**src/rtl/ram_march_bist.sv**
```systemverilog
// March C- self-test controller for a single-port RAM with combinational read data.
// Define BIST_STOP_ON_FAIL_EN to end the test at the first miscompare.
module ram_march_bist #(
  parameter int ADDR_SIZE = 16,
  parameter int WORD_SIZE = 8,
  parameter int MEM_DEPTH = 1024
) (
  input  logic                 clk,
  input  logic                 reset,
  input  logic                 start,
  output logic                 busy,
  output logic                 done,
  output logic                 pass,
  output logic [ADDR_SIZE-1:0] fail_addr,
  output logic [WORD_SIZE-1:0] fail_data,
  output logic [2:0]           fail_elem,
  output logic [ADDR_SIZE-1:0] mem_addr,
  output logic [WORD_SIZE-1:0] mem_wdata,
  output logic                 mem_wr,
  output logic                 mem_cs,
  input  logic [WORD_SIZE-1:0] mem_rdata
);

  typedef enum logic [1:0] {IDLE = 2'd0, RUN = 2'd1, DONE = 2'd2} state_t;

  localparam logic [ADDR_SIZE-1:0] LAST_ADDR = ADDR_SIZE'(MEM_DEPTH - 1);

  state_t               state_q, state_d;
  logic [2:0]           elem_q, elem_d;
  logic                 op_q, op_d;
  logic [ADDR_SIZE-1:0] addr_q, addr_d;
  logic [WORD_SIZE-1:0] wdata_q, wdata_d;
  logic                 wr_q, wr_d, cs_q, cs_d;
  logic                 pass_q, pass_d, fail_seen_q, fail_seen_d;
  logic [ADDR_SIZE-1:0] fail_addr_q, fail_addr_d;
  logic [WORD_SIZE-1:0] fail_data_q, fail_data_d;
  logic [2:0]           fail_elem_q, fail_elem_d;

  logic                 elem_up, addr_last_op, at_bound, test_end, mismatch, stop;
  logic [2:0]           nx_elem;
  logic                 nx_op;
  logic [ADDR_SIZE-1:0] nx_addr;

  // op 0 of E1..E5 is the read; E0 is a lone write
  function automatic logic op_is_wr(input logic [2:0] e, input logic o);
    return (e == 3'd0) || o;
  endfunction

  function automatic logic [WORD_SIZE-1:0] op_pat(input logic [2:0] e, input logic o);
    logic ones;
    ones = 1'b0;
    if (e == 3'd1 || e == 3'd3) ones = o;
    else if (e == 3'd2 || e == 3'd4) ones = ~o;
    return {WORD_SIZE{ones}};
  endfunction

  always_comb begin
    elem_up      = (elem_q <= 3'd2);
    addr_last_op = (elem_q == 3'd0) || (elem_q == 3'd5) || op_q;
    at_bound     = elem_up ? (addr_q == LAST_ADDR) : (addr_q == '0);
    test_end     = (elem_q == 3'd5) && (addr_q == '0);
    mismatch     = (state_q == RUN) && cs_q && !wr_q && (mem_rdata != wdata_q);
    nx_elem      = elem_q;
    nx_op        = 1'b0;
    nx_addr      = addr_q;
    if (!addr_last_op) begin
      nx_op = 1'b1;
    end else if (at_bound) begin
      nx_elem = elem_q + 3'd1;
      nx_addr = (elem_q < 3'd2) ? '0 : LAST_ADDR;
    end else begin
      nx_addr = elem_up ? addr_q + ADDR_SIZE'(1) : addr_q - ADDR_SIZE'(1);
    end
  end

`ifdef BIST_STOP_ON_FAIL_EN
  assign stop = test_end || mismatch;
`else
  assign stop = test_end;
`endif

  always_ff @(posedge clk or negedge reset) begin
    if (!reset) state_q <= IDLE;
    else        state_q <= state_d;
  end

  always_comb begin
    state_d = state_q;
    case (state_q)
      IDLE, DONE: if (start) state_d = RUN;
      RUN:        if (stop) state_d = DONE;
      default:    state_d = IDLE;
    endcase
  end

  always_comb begin
    busy      = (state_q == RUN);
    done      = (state_q == DONE);
    pass      = pass_q;
    fail_addr = fail_addr_q;
    fail_data = fail_data_q;
    fail_elem = fail_elem_q;
    mem_addr  = addr_q;
    mem_wdata = wdata_q;
    mem_wr    = wr_q;
    mem_cs    = cs_q;
  end

  always_comb begin
    elem_d      = elem_q;
    op_d        = op_q;
    addr_d      = addr_q;
    wdata_d     = wdata_q;
    wr_d        = wr_q;
    cs_d        = cs_q;
    pass_d      = pass_q;
    fail_seen_d = fail_seen_q;
    fail_addr_d = fail_addr_q;
    fail_data_d = fail_data_q;
    fail_elem_d = fail_elem_q;
    if (state_q != RUN) begin
      if (start) begin
        // load E0's first write so it is on the bus the cycle busy rises
        elem_d      = '0;
        op_d        = 1'b0;
        addr_d      = '0;
        wdata_d     = '0;
        wr_d        = 1'b1;
        cs_d        = 1'b1;
        pass_d      = 1'b0;
        fail_seen_d = 1'b0;
        fail_addr_d = '0;
        fail_data_d = '0;
        fail_elem_d = '0;
      end
    end else begin
      if (mismatch && !fail_seen_q) begin
        fail_seen_d = 1'b1;
        fail_addr_d = addr_q;
        fail_data_d = mem_rdata;
        fail_elem_d = elem_q;
      end
      if (stop) begin
        cs_d   = 1'b0;
        wr_d   = 1'b0;
        pass_d = !(fail_seen_q || mismatch);
      end else begin
        elem_d  = nx_elem;
        op_d    = nx_op;
        addr_d  = nx_addr;
        wr_d    = op_is_wr(nx_elem, nx_op);
        wdata_d = op_pat(nx_elem, nx_op);
        cs_d    = 1'b1;
      end
    end
  end

  always_ff @(posedge clk or negedge reset) begin
    if (!reset) begin
      elem_q      <= '0;
      op_q        <= 1'b0;
      addr_q      <= '0;
      wdata_q     <= '0;
      wr_q        <= 1'b0;
      cs_q        <= 1'b0;
      pass_q      <= 1'b0;
      fail_seen_q <= 1'b0;
      fail_addr_q <= '0;
      fail_data_q <= '0;
      fail_elem_q <= '0;
    end else begin
      elem_q      <= elem_d;
      op_q        <= op_d;
      addr_q      <= addr_d;
      wdata_q     <= wdata_d;
      wr_q        <= wr_d;
      cs_q        <= cs_d;
      pass_q      <= pass_d;
      fail_seen_q <= fail_seen_d;
      fail_addr_q <= fail_addr_d;
      fail_data_q <= fail_data_d;
      fail_elem_q <= fail_elem_d;
    end
  end

endmodule

```
**config.mk**
```make
export PLATFORM = sky130hd
export DESIGN_NAME = ram_march_bist
export DESIGN_NICKNAME = d
export VERILOG_FILES = /design/src/rtl/ram_march_bist.sv
export SDC_FILE = /design/constraint.sdc
export NUM_CORES = 1
export LEC_CHECK = 0
export ABC_AREA = 1
export CAP_MARGIN = 40
export CORE_UTILIZATION = 55
export DETAILED_ROUTE_END_ITERATION = 10
export GPL_TIMING_DRIVEN = 0
export PLACE_DENSITY = 0.84
export SYNTH_ARGS = -nofsm -noshare
export SYNTH_HDL_FRONTEND = slang
export SYNTH_SLANG_ARGS = --single-unit
export TNS_END_PERCENT = 30
```
**constraint.sdc**
```tcl
create_clock -name clk -period 7.7 [get_ports clk]
set_input_delay 1.155 -clock clk [delete_from_list [all_inputs] [get_ports clk]]
set_output_delay 1.155 -clock clk [all_outputs]
set_load 0.01 [all_outputs]
```
==> results.cfg <==
[clock_tree]
clockRootBuffer = clkbuf_8
insertion_delay_ns = 0.32
postCtsResizedCells = 0
cts.sinks = 54
cts_tree = done
post-cts-setup-buffers = 0
cts.clk_slew.worst_paths_ns = 0.10
h-tree-depth = 2
cts_buffers = 5
cts_buffer_depth = 2
holdBufCountCts = 0

[finish]
area_growth_pct = 25.8
layout.nets = 547
fin_cells = 593
drive_gt1_frac = 0.0965
multi_input_area_um2 = 1740
seqCellArea_um2 = 1350
fillers = 462
antenna_cells = 0

[global_routing]
grt_max_degree = 31
grt_usage = 0.265
globalRouteOverflowTotal = 0
grt_first_pass_wirelength_um = 13100
antenna_found_initial = 0
first_global_vias = 2909

[outcome]
outcome = finished, final reports clean

[timing]
drv_slew = 0
worstMarginPinSlew_ns = 0.689
fin_tns_setup_ns = 0
max_clock_freq_mhz = 312
whs_ns = 0.477
fin_skew_ns = 0.0113
fin_crit_ns = 3.20
period_share = 0.416
slew_headroom = 0.539
setup_violations = 0
rsz0062_at_grt = false
hold_viol_final = 0

[synth]
yosys.area_share.simple = 0.315
syn_nets = 473
postSynthAreaPerCell_um2 = 7.61
synth_top_family_by_area = simple AND/OR/NAND/NOR gates
muxShareOfSynthArea = 0
synth_cell_types = 38
syn_inst = 443
seq_area_frac_synth = 0.401
synth-compound-area-share = 0.111
synth_seq_cells = 54
synth_xor_area_frac = 0.0156
synth_fa_ha_area_frac = 0.0727
syn-cell-area_um2 = 3370
synthArstFlopShare = 1.00
synth-edff-count = 0
ys_warn_count = 0
synth_ff_type = dfrtp_1

[detailed_routing]
vias_per_cell = 5.55
detail-route-antenna-nets = 0
vias = 3291
post_drt_wl_per_cell_um = 13.6
wl_met2_um = 3790
met3WireLength_um = 557
dr.pass1.iters = 5
top_layer_used = met4
drt_iter0_drc = 251
drc = 0
wl_met1_um = 3630
wirelength_um = 8060

[floorplanning]
die_h_um = 80.3
ios = 67
die_area_um2 = 6450
rows = 28
chipWidth_um = 80.3
coreArea_um2 = 5920
floorplan.initialDensity = 0.570

[place]
gp_congestion = 0.893
dp.cells = 585
portBuffers = 66
hpwl_um = 6180

[pwr]
power_density_nw_per_um2 = 456
power_mw = 1.93
leakagePower_nw = 2.11
ir_worst_vdd_uv = 300

[critical_path]
crit_buf_inv = 2
worstSetupEndpointType = register
arrival_ns = 3.42
path_max_fanout = 17
worst_path_most_repeated_cell = nand2_1
worstPathRequired_ns = 7.92
critPathKind = reg2reg
cpPeakStageDelay_ns = 0.55
cp_slowest_cell = ha_1
start_kind = register
path_cells = inv_1, ha_1, inv_1, nand2_1, nand2_1, ha_1, a21oi_1, nand2_1, a21oi_1, o21bai_1, a21oi_1, nand2_1, nand3_1, nand2_1
critPathTopFamily = compound AO/OA/AOI/OAI gates

[run]
cap_violations = 0

[hold_path]
hold_class = reg2reg
## layer usage
layer | up-vias | GRT usage
li1 | 1607 | -
met1 | 1535 | 0.364
met2 | 142 | 0.440
met3 | 7 | 0.0364
met4 | 0 | 0.0679
met5 | - | 0
## power breakdown
part           switching [mW]  total (mW)  internal, mW
clock network          0.0979       0.172        0.0742
logic                   0.686        1.23         0.545
registers               0.127       0.532         0.405
total                   0.911        1.93          1.02
## metrics by stage
step,cell area (µm²),worst slack (ns),utilization
after floorplan,3370,5.10,-
after global placement,4130,3.90,0.697
after detailed placement,4140,4.53,0.699
after CTS,4240,4.50,0.716
after global routing,4240,4.17,0.716
final,4240,4.50,0.716
## cell usage in the layout (no fill, tap or decap), types with 7 or more instances in the layout
| master | Yosys | routed |
|---|---|---|
| nor2_1 | 31 | 31 |
| ha_1 | 18 | 18 |
| nand3_1 | 47 | 47 |
| buf_4 | 7 | 7 |
| dfrtp_1 | 54 | 54 |
| nand2_1 | 135 | 135 |
| o21ai_0 | 15 | 15 |
| o21ai_1 | 12 | 12 |
| inv_1 | 32 | 32 |
| clkdlybuf4s50_1 | 0 | 65 |
| a21oi_1 | 23 | 23 |
## cells by family after synthesis
group                      count (synthesis)
AOI/OAI and AO/OA                         67
xor gates and xnor gates                   6
DFF                                       54
adders and majority gates                 19
buffers and inverters                     58
and+or+nand+nor                          239
## area by class of cell
class	instances	share of cell area
Clock inverter	2	0.00384
Timing Repair Buffer	67	0.159
Sequential cell	54	0.319
Clock buffer	6	0.0195
Multi-Input combinational cell	331	0.409
Tap cell	75	0.0221
Inverter	40	0.0363
Buffer	18	0.0310
## flip-flops by register name, summed over array words and instances (netlist names)
register	cells
mem_addr	16
fail_data	8
mem_wdata	1
mem_cs	1
fail_seen_q	1
elem_q	3
state_q	2
pass	1
mem_wr	1
fail_addr	16
op_q	1
fail_elem	3
## path summary, 6_finish.rpt
check,start,end,slack [ns],cells after the start
max,elem_q[0],mem_addr[12],4.50,14
max in group asynchronous,reset,elem_q[0],6.30,2
min in group asynchronous,reset,fail_addr[8],0.83,1
min reg2reg,fail_seen_q,pass,0.48,1
max reg2reg,elem_q[0],mem_addr[12],4.50,14
min,fail_seen_q,pass,0.48,1
## synth_stat cells, types with 2 or more instances
| library cell | number | area [µm²] |
|---|---|---|
| nand2_1 | 135 | 507 |
| dfrtp_1 | 54 | 1350 |
| nand3_1 | 47 | 235 |
| inv_1 | 32 | 120 |
| nor2_1 | 31 | 116 |
| a21oi_1 | 23 | 115 |
| ha_1 | 18 | 225 |
| o21ai_0 | 15 | 75.1 |
| o21ai_1 | 12 | 60.1 |
| buf_4 | 7 | 52.6 |
| inv_2 | 6 | 22.5 |
| nand2_2 | 5 | 31.3 |
| o22ai_1 | 5 | 31.3 |
| buf_6 | 4 | 45.0 |
| nor3_1 | 4 | 20.0 |
| buf_1 | 3 | 11.3 |
| buf_2 | 3 | 15.0 |
| nand4_1 | 3 | 18.8 |
| nor2_4 | 3 | 33.8 |
| o21bai_1 | 3 | 22.5 |
| o31ai_1 | 3 | 22.5 |
| xnor2_1 | 3 | 26.3 |
| xor2_1 | 3 | 26.3 |
| a31oi_1 | 2 | 12.5 |
| nand2_4 | 2 | 22.5 |
| nand3b_1 | 2 | 15.0 |
| nand4_2 | 2 | 25.0 |
| nor2_2 | 2 | 12.5 |
| o21a_1 | 2 | 15.0 |
Power figures use the tool's default switching activity.
